--- config.mk ---
export PLATFORM = sky130hd
export DESIGN_NAME = hv_similarity_accum
export DESIGN_NICKNAME = d
export VERILOG_FILES = /design/src/rtl/hv_sim_pkg.sv /design/src/rtl/hv_sim_lane_reduce.sv /design/src/rtl/hv_similarity_accum.sv
export SDC_FILE = /design/constraint.sdc
export NUM_CORES = 2
export LEC_CHECK = 0
export CAP_MARGIN = 20
export CORE_MARGIN = 2
export CORE_UTILIZATION = 65
export CTS_BUF_LIST = sky130_fd_sc_hd__clkbuf_2
export CTS_CLUSTER_SIZE = 40
export DETAILED_ROUTE_END_ITERATION = 10
export PLACE_DENSITY = 0.84
export SETUP_SLACK_MARGIN = 0.5
export SLEW_MARGIN = 20
export SYNTH_ARGS = -nofsm -noshare
export SYNTH_HDL_FRONTEND = slang
export SYNTH_SLANG_ARGS = --single-unit
--- constraint.sdc ---
create_clock -name clk -period 8.34 [get_ports clk]
set_input_delay 0.834 -clock clk [delete_from_list [all_inputs] [get_ports clk]]
set_output_delay 0.834 -clock clk [all_outputs]
set_load 0.02 [all_outputs]
--- src/rtl/hv_sim_pkg.sv ---
// hv_sim_pkg: shared FSM/mode types and width helpers for hv_similarity_accum
// and its lane-reduction sub-module.
package hv_sim_pkg;

    typedef enum logic [1:0] {
        ST_IDLE  = 2'd0,
        ST_ACCUM = 2'd1,
        ST_DRAIN = 2'd2
    } hv_sim_state_e;

    typedef enum logic {
        SIM_DOT     = 1'b0,
        SIM_HAMMING = 1'b1
    } sim_mode_e;

    function automatic int max2(input int x, input int y);
        return (x > y) ? x : y;
    endfunction

    function automatic int lane_count(input int hv_w, input int elem_w);
        return hv_w / elem_w;
    endfunction

    // Full-precision product width plus the growth of the adder tree.
    function automatic int sum_width(input int hv_w, input int elem_w);
        return 2 * elem_w + $clog2(lane_count(hv_w, elem_w));
    endfunction

    // Stage-2 result width: must hold either a signed lane sum or an
    // unsigned popcount of a whole chunk (with a spare sign bit).
    function automatic int res_width(input int hv_w, input int elem_w);
        return max2(sum_width(hv_w, elem_w), $clog2(hv_w + 1) + 1);
    endfunction

endpackage

--- src/rtl/hv_sim_lane_reduce.sv ---
// hv_sim_lane_reduce: stage 1 (per-lane signed products and XOR of the two
// chunks) and stage 2 (lane adder tree or popcount) for one vector pair.
module hv_sim_lane_reduce
    import hv_sim_pkg::*;
#(
    parameter int HV_DATA_WIDTH = 32,
    parameter int ELEM_WIDTH    = 8,
    parameter int RES_W         = res_width(HV_DATA_WIDTH, ELEM_WIDTH)
)(
    input  logic                     clk,
    input  logic                     reset_n,
    input  logic [HV_DATA_WIDTH-1:0] x_in,
    input  logic [HV_DATA_WIDTH-1:0] y_in,
    input  logic                     mode_s1,   // mode tag of the beat now in stage 1
    output logic signed [RES_W-1:0]  res_q
);
    localparam int LANES  = lane_count(HV_DATA_WIDTH, ELEM_WIDTH);
    localparam int PROD_W = 2 * ELEM_WIDTH;

    logic signed [PROD_W-1:0]  prod_d [LANES];
    logic signed [PROD_W-1:0]  prod_q [LANES];
    logic [HV_DATA_WIDTH-1:0]  diff_d;
    logic [HV_DATA_WIDTH-1:0]  diff_q;
    logic signed [RES_W-1:0]   sum_c;
    logic [RES_W-1:0]          pop_c;
    logic signed [RES_W-1:0]   res_d;

    // Operands are sign-extended before multiplying so the product keeps full precision.
    for (genvar gi = 0; gi < LANES; gi++) begin : g_lane
        logic signed [PROD_W-1:0] x_ext;
        logic signed [PROD_W-1:0] y_ext;
        assign x_ext      = PROD_W'($signed(x_in[gi*ELEM_WIDTH +: ELEM_WIDTH]));
        assign y_ext      = PROD_W'($signed(y_in[gi*ELEM_WIDTH +: ELEM_WIDTH]));
        assign prod_d[gi] = x_ext * y_ext;
    end

    assign diff_d = x_in ^ y_in;

    // Stage 1 register: products and bit difference.
    always_ff @(posedge clk or negedge reset_n) begin
        if (!reset_n) begin
            for (int l = 0; l < LANES; l++) prod_q[l] <= '0;
            diff_q <= '0;
        end else begin
            prod_q <= prod_d;
            diff_q <= diff_d;
        end
    end

    // Stage 2 combinational: lane-sum in dot mode, popcount in Hamming mode.
    always_comb begin
        sum_c = '0;
        for (int l = 0; l < LANES; l++) sum_c = sum_c + RES_W'(prod_q[l]);
        pop_c = '0;
        for (int i = 0; i < HV_DATA_WIDTH; i++) pop_c = pop_c + RES_W'(diff_q[i]);
        if (mode_s1 == SIM_HAMMING) res_d = $signed(pop_c);
        else                        res_d = sum_c;
    end

    // Stage 2 register.
    always_ff @(posedge clk or negedge reset_n) begin
        if (!reset_n) res_q <= '0;
        else          res_q <= res_d;
    end

endmodule

--- src/rtl/hv_similarity_accum.sv ---
// hv_similarity_accum: streaming cosine/Hamming similarity accumulator.
// 3-stage pipeline (products, lane sums, accumulators) plus result registers
// updated on the done pulse. Define SIM_SATURATE_EN for saturating
// accumulators with a sticky overflow flag; otherwise accumulators wrap.
module hv_similarity_accum
    import hv_sim_pkg::*;
#(
    parameter int HV_DATA_WIDTH = 32,
    parameter int ELEM_WIDTH    = 8,
    parameter int NUM_CHANNELS  = 2,
    parameter int ACC_WIDTH     = 32
)(
    input  logic                                 clk,
    input  logic                                 reset_n,
    input  logic                                 valid,
    input  logic                                 first,
    input  logic                                 last,
    input  logic                                 mode,
    input  logic [HV_DATA_WIDTH-1:0]             a_in,
    input  logic [NUM_CHANNELS*HV_DATA_WIDTH-1:0] b_in,
    output logic                                 ready,
    output logic                                 done,
    output logic [ACC_WIDTH-1:0]                 AA_out,
    output logic [NUM_CHANNELS*ACC_WIDTH-1:0]    BB_out,
    output logic [NUM_CHANNELS*ACC_WIDTH-1:0]    AB_out,
    output logic                                 overflow
);
    localparam int RES_W  = res_width(HV_DATA_WIDTH, ELEM_WIDTH);
    localparam logic [1:0] S_IDLE  = ST_IDLE;
    localparam logic [1:0] S_ACCUM = ST_ACCUM;
    localparam logic [1:0] S_DRAIN = ST_DRAIN;
`ifdef SIM_SATURATE_EN
    localparam int WIDE_W = max2(ACC_WIDTH, RES_W) + 1;
    localparam logic signed [WIDE_W-1:0] SAT_MAX =
        {{(WIDE_W-ACC_WIDTH+1){1'b0}}, {(ACC_WIDTH-1){1'b1}}};
    localparam logic signed [WIDE_W-1:0] SAT_MIN =
        {{(WIDE_W-ACC_WIDTH+1){1'b1}}, {(ACC_WIDTH-1){1'b0}}};
`endif

    // Returns {saturated, next accumulator}; a load replaces rather than adds.
    function automatic logic [ACC_WIDTH:0] acc_step(input logic signed [ACC_WIDTH-1:0] acc,
                                                    input logic signed [RES_W-1:0] term,
                                                    input logic load);
`ifdef SIM_SATURATE_EN
        logic signed [WIDE_W-1:0] base;
        logic signed [WIDE_W-1:0] wide;
        if (load) base = '0;
        else      base = WIDE_W'(acc);
        wide = base + WIDE_W'(term);
        if (wide > SAT_MAX) return {1'b1, SAT_MAX[ACC_WIDTH-1:0]};
        if (wide < SAT_MIN) return {1'b1, SAT_MIN[ACC_WIDTH-1:0]};
        return {1'b0, wide[ACC_WIDTH-1:0]};
`else
        logic [ACC_WIDTH-1:0] base;
        if (load) base = '0;
        else      base = acc;
        return {1'b0, base + ACC_WIDTH'(term)};
`endif
    endfunction

    logic [1:0] state_q, state_d;
    logic       mode_q, mode_d;
    logic       s1_valid_q, s1_valid_d, s1_first_q, s1_first_d;
    logic       s1_last_q, s1_last_d, s1_mode_q, s1_mode_d;
    logic       s2_valid_q, s2_valid_d, s2_first_q, s2_first_d, s2_last_q, s2_last_d;
    logic       s3_last_q, s3_last_d;
    logic       done_q, done_d;
    logic       ovf_q, ovf_d, ovf_out_q, ovf_out_d;
    logic       push, sat, sat_any;
    logic signed [ACC_WIDTH-1:0] acc_aa_q, acc_aa_d;
    logic signed [ACC_WIDTH-1:0] acc_bb_q [NUM_CHANNELS];
    logic signed [ACC_WIDTH-1:0] acc_bb_d [NUM_CHANNELS];
    logic signed [ACC_WIDTH-1:0] acc_ab_q [NUM_CHANNELS];
    logic signed [ACC_WIDTH-1:0] acc_ab_d [NUM_CHANNELS];
    logic [ACC_WIDTH-1:0]              aa_out_q, aa_out_d;
    logic [NUM_CHANNELS*ACC_WIDTH-1:0] bb_out_q, bb_out_d, ab_out_q, ab_out_d;
    logic signed [RES_W-1:0] res_aa;
    logic signed [RES_W-1:0] res_bb [NUM_CHANNELS];
    logic signed [RES_W-1:0] res_ab [NUM_CHANNELS];

    // In Hamming mode a^a and b^b are zero, so AA/BB naturally stay at 0.
    hv_sim_lane_reduce #(.HV_DATA_WIDTH(HV_DATA_WIDTH), .ELEM_WIDTH(ELEM_WIDTH), .RES_W(RES_W)) u_aa (
        .clk(clk), .reset_n(reset_n), .x_in(a_in), .y_in(a_in), .mode_s1(s1_mode_q), .res_q(res_aa)
    );

    for (genvar gi = 0; gi < NUM_CHANNELS; gi++) begin : g_chan
        hv_sim_lane_reduce #(.HV_DATA_WIDTH(HV_DATA_WIDTH), .ELEM_WIDTH(ELEM_WIDTH), .RES_W(RES_W)) u_bb (
            .clk(clk), .reset_n(reset_n),
            .x_in(b_in[gi*HV_DATA_WIDTH +: HV_DATA_WIDTH]),
            .y_in(b_in[gi*HV_DATA_WIDTH +: HV_DATA_WIDTH]),
            .mode_s1(s1_mode_q), .res_q(res_bb[gi])
        );
        hv_sim_lane_reduce #(.HV_DATA_WIDTH(HV_DATA_WIDTH), .ELEM_WIDTH(ELEM_WIDTH), .RES_W(RES_W)) u_ab (
            .clk(clk), .reset_n(reset_n),
            .x_in(a_in),
            .y_in(b_in[gi*HV_DATA_WIDTH +: HV_DATA_WIDTH]),
            .mode_s1(s1_mode_q), .res_q(res_ab[gi])
        );
    end

    assign ready = (state_q != S_DRAIN);

    // Frame FSM, beat acceptance and pipeline tag propagation.
    always_comb begin
        push       = valid && ready && (first || state_q == S_ACCUM);
        mode_d     = (push && first) ? mode : mode_q;
        s1_valid_d = push;
        s1_first_d = first;
        s1_last_d  = last;
        s1_mode_d  = first ? mode : mode_q;
        s2_valid_d = s1_valid_q;
        s2_first_d = s1_first_q;
        s2_last_d  = s1_last_q;
        s3_last_d  = s2_valid_q && s2_last_q;
        state_d    = state_q;
        done_d     = 1'b0;
        case (state_q)
            S_IDLE, S_ACCUM: begin
                if (push && last)       state_d = S_DRAIN;
                else if (push && first) state_d = S_ACCUM;
            end
            S_DRAIN: begin
                if (s3_last_q) begin
                    state_d = S_IDLE;
                    done_d  = 1'b1;
                end
            end
            default: state_d = S_IDLE;
        endcase
    end

    // Stage 3 accumulators; a first-tagged beat loads and clears overflow.
    always_comb begin
        acc_aa_d = acc_aa_q;
        acc_bb_d = acc_bb_q;
        acc_ab_d = acc_ab_q;
        ovf_d    = ovf_q;
        sat      = 1'b0;
        sat_any  = 1'b0;
        if (s2_valid_q) begin
            {sat, acc_aa_d} = acc_step(acc_aa_q, res_aa, s2_first_q);
            sat_any = sat;
            for (int c = 0; c < NUM_CHANNELS; c++) begin
                {sat, acc_bb_d[c]} = acc_step(acc_bb_q[c], res_bb[c], s2_first_q);
                sat_any = sat_any | sat;
                {sat, acc_ab_d[c]} = acc_step(acc_ab_q[c], res_ab[c], s2_first_q);
                sat_any = sat_any | sat;
            end
            ovf_d = (s2_first_q ? 1'b0 : ovf_q) | sat_any;
        end
    end

    // Result registers capture the accumulators only on the done cycle.
    always_comb begin
        aa_out_d  = aa_out_q;
        bb_out_d  = bb_out_q;
        ab_out_d  = ab_out_q;
        ovf_out_d = ovf_out_q;
        if (done_d) begin
            aa_out_d  = acc_aa_q;
            ovf_out_d = ovf_q;
            for (int c = 0; c < NUM_CHANNELS; c++) begin
                bb_out_d[c*ACC_WIDTH +: ACC_WIDTH] = acc_bb_q[c];
                ab_out_d[c*ACC_WIDTH +: ACC_WIDTH] = acc_ab_q[c];
            end
        end
    end

    // All control, accumulator and output state.
    always_ff @(posedge clk or negedge reset_n) begin
        if (!reset_n) begin
            state_q    <= S_IDLE;
            mode_q     <= 1'b0;
            s1_valid_q <= 1'b0;
            s1_first_q <= 1'b0;
            s1_last_q  <= 1'b0;
            s1_mode_q  <= 1'b0;
            s2_valid_q <= 1'b0;
            s2_first_q <= 1'b0;
            s2_last_q  <= 1'b0;
            s3_last_q  <= 1'b0;
            done_q     <= 1'b0;
            ovf_q      <= 1'b0;
            ovf_out_q  <= 1'b0;
            acc_aa_q   <= '0;
            for (int c = 0; c < NUM_CHANNELS; c++) begin
                acc_bb_q[c] <= '0;
                acc_ab_q[c] <= '0;
            end
            aa_out_q   <= '0;
            bb_out_q   <= '0;
            ab_out_q   <= '0;
        end else begin
            state_q    <= state_d;
            mode_q     <= mode_d;
            s1_valid_q <= s1_valid_d;
            s1_first_q <= s1_first_d;
            s1_last_q  <= s1_last_d;
            s1_mode_q  <= s1_mode_d;
            s2_valid_q <= s2_valid_d;
            s2_first_q <= s2_first_d;
            s2_last_q  <= s2_last_d;
            s3_last_q  <= s3_last_d;
            done_q     <= done_d;
            ovf_q      <= ovf_d;
            ovf_out_q  <= ovf_out_d;
            acc_aa_q   <= acc_aa_d;
            acc_bb_q   <= acc_bb_d;
            acc_ab_q   <= acc_ab_d;
            aa_out_q   <= aa_out_d;
            bb_out_q   <= bb_out_d;
            ab_out_q   <= ab_out_d;
        end
    end

    assign done     = done_q;
    assign AA_out   = aa_out_q;
    assign BB_out   = bb_out_q;
    assign AB_out   = ab_out_q;
    assign overflow = ovf_out_q;

endmodule
==> summary.txt <==
Yosys
  – Total of warnings raised by yosys: 0
  – Synth area leaders: fa_1 28%, dfrtp_1 23%, ha_1 13%
  – Synthesized area per cell: 9.73 um^2
  – Most frequently used cell type in the post-synthesis netlist: inv_1
  – Sequential cell area fraction in the yosys report: 23.2%
  – Fraction of post-synthesis cell area in the top cell type by area: 28.2%
  – Number of instances in the synthesized netlist: 8796
  – Cell area after technology mapping: 85600 um^2
  – Top cell types by occurrence after synthesis: 1655 x inv_1, 1206 x fa_1, 986 x nand2_1
  – Async set-or-reset flop fraction in the synthesized netlist: 100%
  – Number of register bits inferred by synthesis: 794
  – Most area-hungry cell type in the Yosys netlist: fa_1
  – Count of cell types in the netlist: 90
  – EDFF count, synth: 0
  – Dominant register cell in the synthesized netlist: dfrtp_1

Worst setup path
  – Kind of critical path: reg2reg
  – Critical Path Source Type: flop
  – Timing startpoint of the critical path: g_chan[0].u_ab.diff_q[18]
  – Data arrival at the endpoint of the critical path: 6920 ps
  – Required time reported for the critical path endpoint: 9640 ps
  – Reg2reg start: g_chan[0].u_ab.diff_q[18]
  – Kind of capture point of the worst setup path: flop
  – Largest fanout on the critical path: 2

Routing
  – First-pass DRT Iterations: 6
  – Total wirelength of the detailed-routed design: 215 mm
  – Wire length on met1: 81.3 mm
  – DRC viols: 0
  – Met2 Wirelength: 100 mm
  – Number of vias per cell: 5.57
  – Total length of routed met3 wires: 17.8 mm
  – Total via count in the routed design: 61200
  – First DRT Iteration DRCs: 4128
  – Top Metal Used: met5
  – Remaining number of nets flagged by the antenna check after routing: 0
  – Post-DR wirelength/cell: 19.6 um

Global route
  – Largest net degree at the start of global routing: 177
  – Vias in the first global route: 65900
  – GR Overflow Total: 0
  – Number of antenna violations at the first check in global routing: 28
  – First-pass GRT wire length: 348 mm
  – Total Routing Usage GR: 33.1%

STA
  – Final critical-path setup slack: 2720 ps
  – Fin crit period: 5620 ps
  – Number of endpoints failing setup at the final stage: 0
  – Setup repair after global routing missed its margin: no
  – Final number of max-transition violations: 0
  – Fin Setup TNS: 0 ps
  – Number of endpoints with negative hold slack in the final report: 0
  – Worst Tran Pin Value: 1080 ps
  – Post-route clock skew: 102 ps
  – Highest attainable clock frequency: 178 MHz
  – Relative max-transition margin: 28.2%
  – Final period util: 67.4%

Cells and area
  – Relative area change from synthesis to final layout: 7.45%
  – Fraction of final layout cells with drive strength greater than 1: 5.84%
  – Count of nets after finishing: 11300

Clock network
  – Clock H-tree levels: 4
  – Clk root buf: clkbuf_2
  – Setup fix buffers added after clock tree synthesis: 0
  – CTS tree: built
  – Clock input transition at the sequential cells of the worst setup and hold paths: 90 ps
  – TritonCTS buffer count: 205
  – Maximum clock path buffer count: 3
  – Clock net sink count: 794
  – Clock insertion delay at the later pin of the skew report: 1540 ps

Place
  – Pre-CTS setup slack: 1740 ps
  – Number of I/O port buffers: 263
  – RePlAce Congestion: 0.981
  – Final HPWL from detailed placement: 172 mm

Job
  – Max-cap violation count: 0

Floorplan
  – Die height: 367 um
  – Total number of placement rows: 133
  – Initial core utilization: 65.3%
  – Number of placed I/O pins: 265
  – Die Width: 367 um
  – Die Footprint: 135000 um^2
  – Area of the core: 131000 um^2

Status
  – Result of the run: completed

Hold path
  – Worst min-delay path category: in2reg
  – Launch point of the worst hold path: b_in[9]
state kept, by name (all words and copies together), names as in the netlist, 60 cells and up:
signal / count
AB_out: 64
g_chan.u_ab.diff_q: 64
g_chan.u_bb.prod_q: 120
BB_out: 64
acc_bb_q: 64
u_aa.prod_q: 60
g_chan.u_ab.prod_q: 128
acc_ab_q: 64
routing by layer:
layer	global-route usage, %	vias to the layer above
met2	53.1	2341
met1	41.4	30400
met5	0	-
met4	20.2	18
met3	7.16	583
li1	-	27900
area by class of cell:
class | count | area (um^2)
Antenna cell | 11 | 27.5
Clock buffer | 274 | 1370
Clock inverter | 91 | 559
Fill cell | 9597 | 39200
Inverter | 1664 | 6250
Multi-Input combinational cell | 6083 | 58500
Sequential cell | 794 | 19900
Tap cell | 1755 | 2200
Timing Repair Buffer | 322 | 3170
worst max-delay path, stage by stage (launching register included):
cell and delay [ps]:
dfrtp_1 390, fa_1 530, inv_1 170, fa_1 530
inv_1 50, fa_1 470, inv_1 50, fa_1 530
fa_1 450, fa_1 500, inv_1 50, fa_1 420
fa_1 470, a21o_1 170, a21oi_1 160, xor2_1 100
a21oi_1 370
worst paths after layout:
path	end	slack, ps	depth (start not counted)
min in group asynchronous	g_chan[1].u_ab.prod_q[63]	440	3
hold / removal	g_chan[0].u_bb.prod_q[34]	210	3
max in group asynchronous	g_chan[1].u_ab.diff_q[22]	6640	4
setup reg to reg	g_chan[0].u_ab.res_q[4]	2720	16
hold reg to reg	s2_last_q	350	0
setup / recovery	g_chan[0].u_ab.res_q[4]	2720	16
logic make-up after synthesis:
family / after synthesis / synth area share (%)
adder cells (fa/ha/maj): 2084 / 41.0
buffers and inverters: 1927 / 8.46
other: 2 / 0.00877
AND/OR/NAND/NOR: 2373 / 13.1
AO/OA/AOI/OAI: 968 / 7.13
XOR/XNOR: 511 / 5.23
multiplexers: 137 / 1.79
flip-flops: 794 / 23.2
cells in the final DEF, fill, tap and decap left out, drive strengths merged, types with 235 or more instances in the layout:
| master | Yosys | routed |
|---|---|---|
| inv | 1656 | 1661 |
| fa | 1206 | 1206 |
| nand2 | 986 | 986 |
| ha | 878 | 878 |
| dfrtp | 794 | 794 |
| nor2 | 442 | 442 |
| xnor2 | 408 | 408 |
| and2 | 400 | 400 |
| a21oi | 290 | 290 |
| clkbuf | 248 | 274 |
| clkdlybuf4s50 | 0 | 261 |
| o21ai | 253 | 253 |
| nor2b | 235 | 235 |
stage by stage:
stage | cells | area (um^2) | hold slack (ps) | util [%]
finish | 11000 | 92000 | 206 | 70.1
global route | 11000 | 92000 | 108 | 70.1
CTS | 11000 | 91900 | 67.4 | 70.1
detailed placement | 10600 | 89800 | 340 | 68.5
global placement | 10600 | 89800 | 341 | 68.5
floorplan | 8804 | 85600 | 331 | -
what timing repair did:
action | 4_1_cts | 5_1_grt
resized for setup | 0 | 0
setup endpoints to repair | 0 | 0
hold endpoints to repair | 113 | 1
hold buffers | 14 | 1
Power is not shown: default switching activity piles up to over one toggle a cycle in this logic, so the estimate is an artifact.
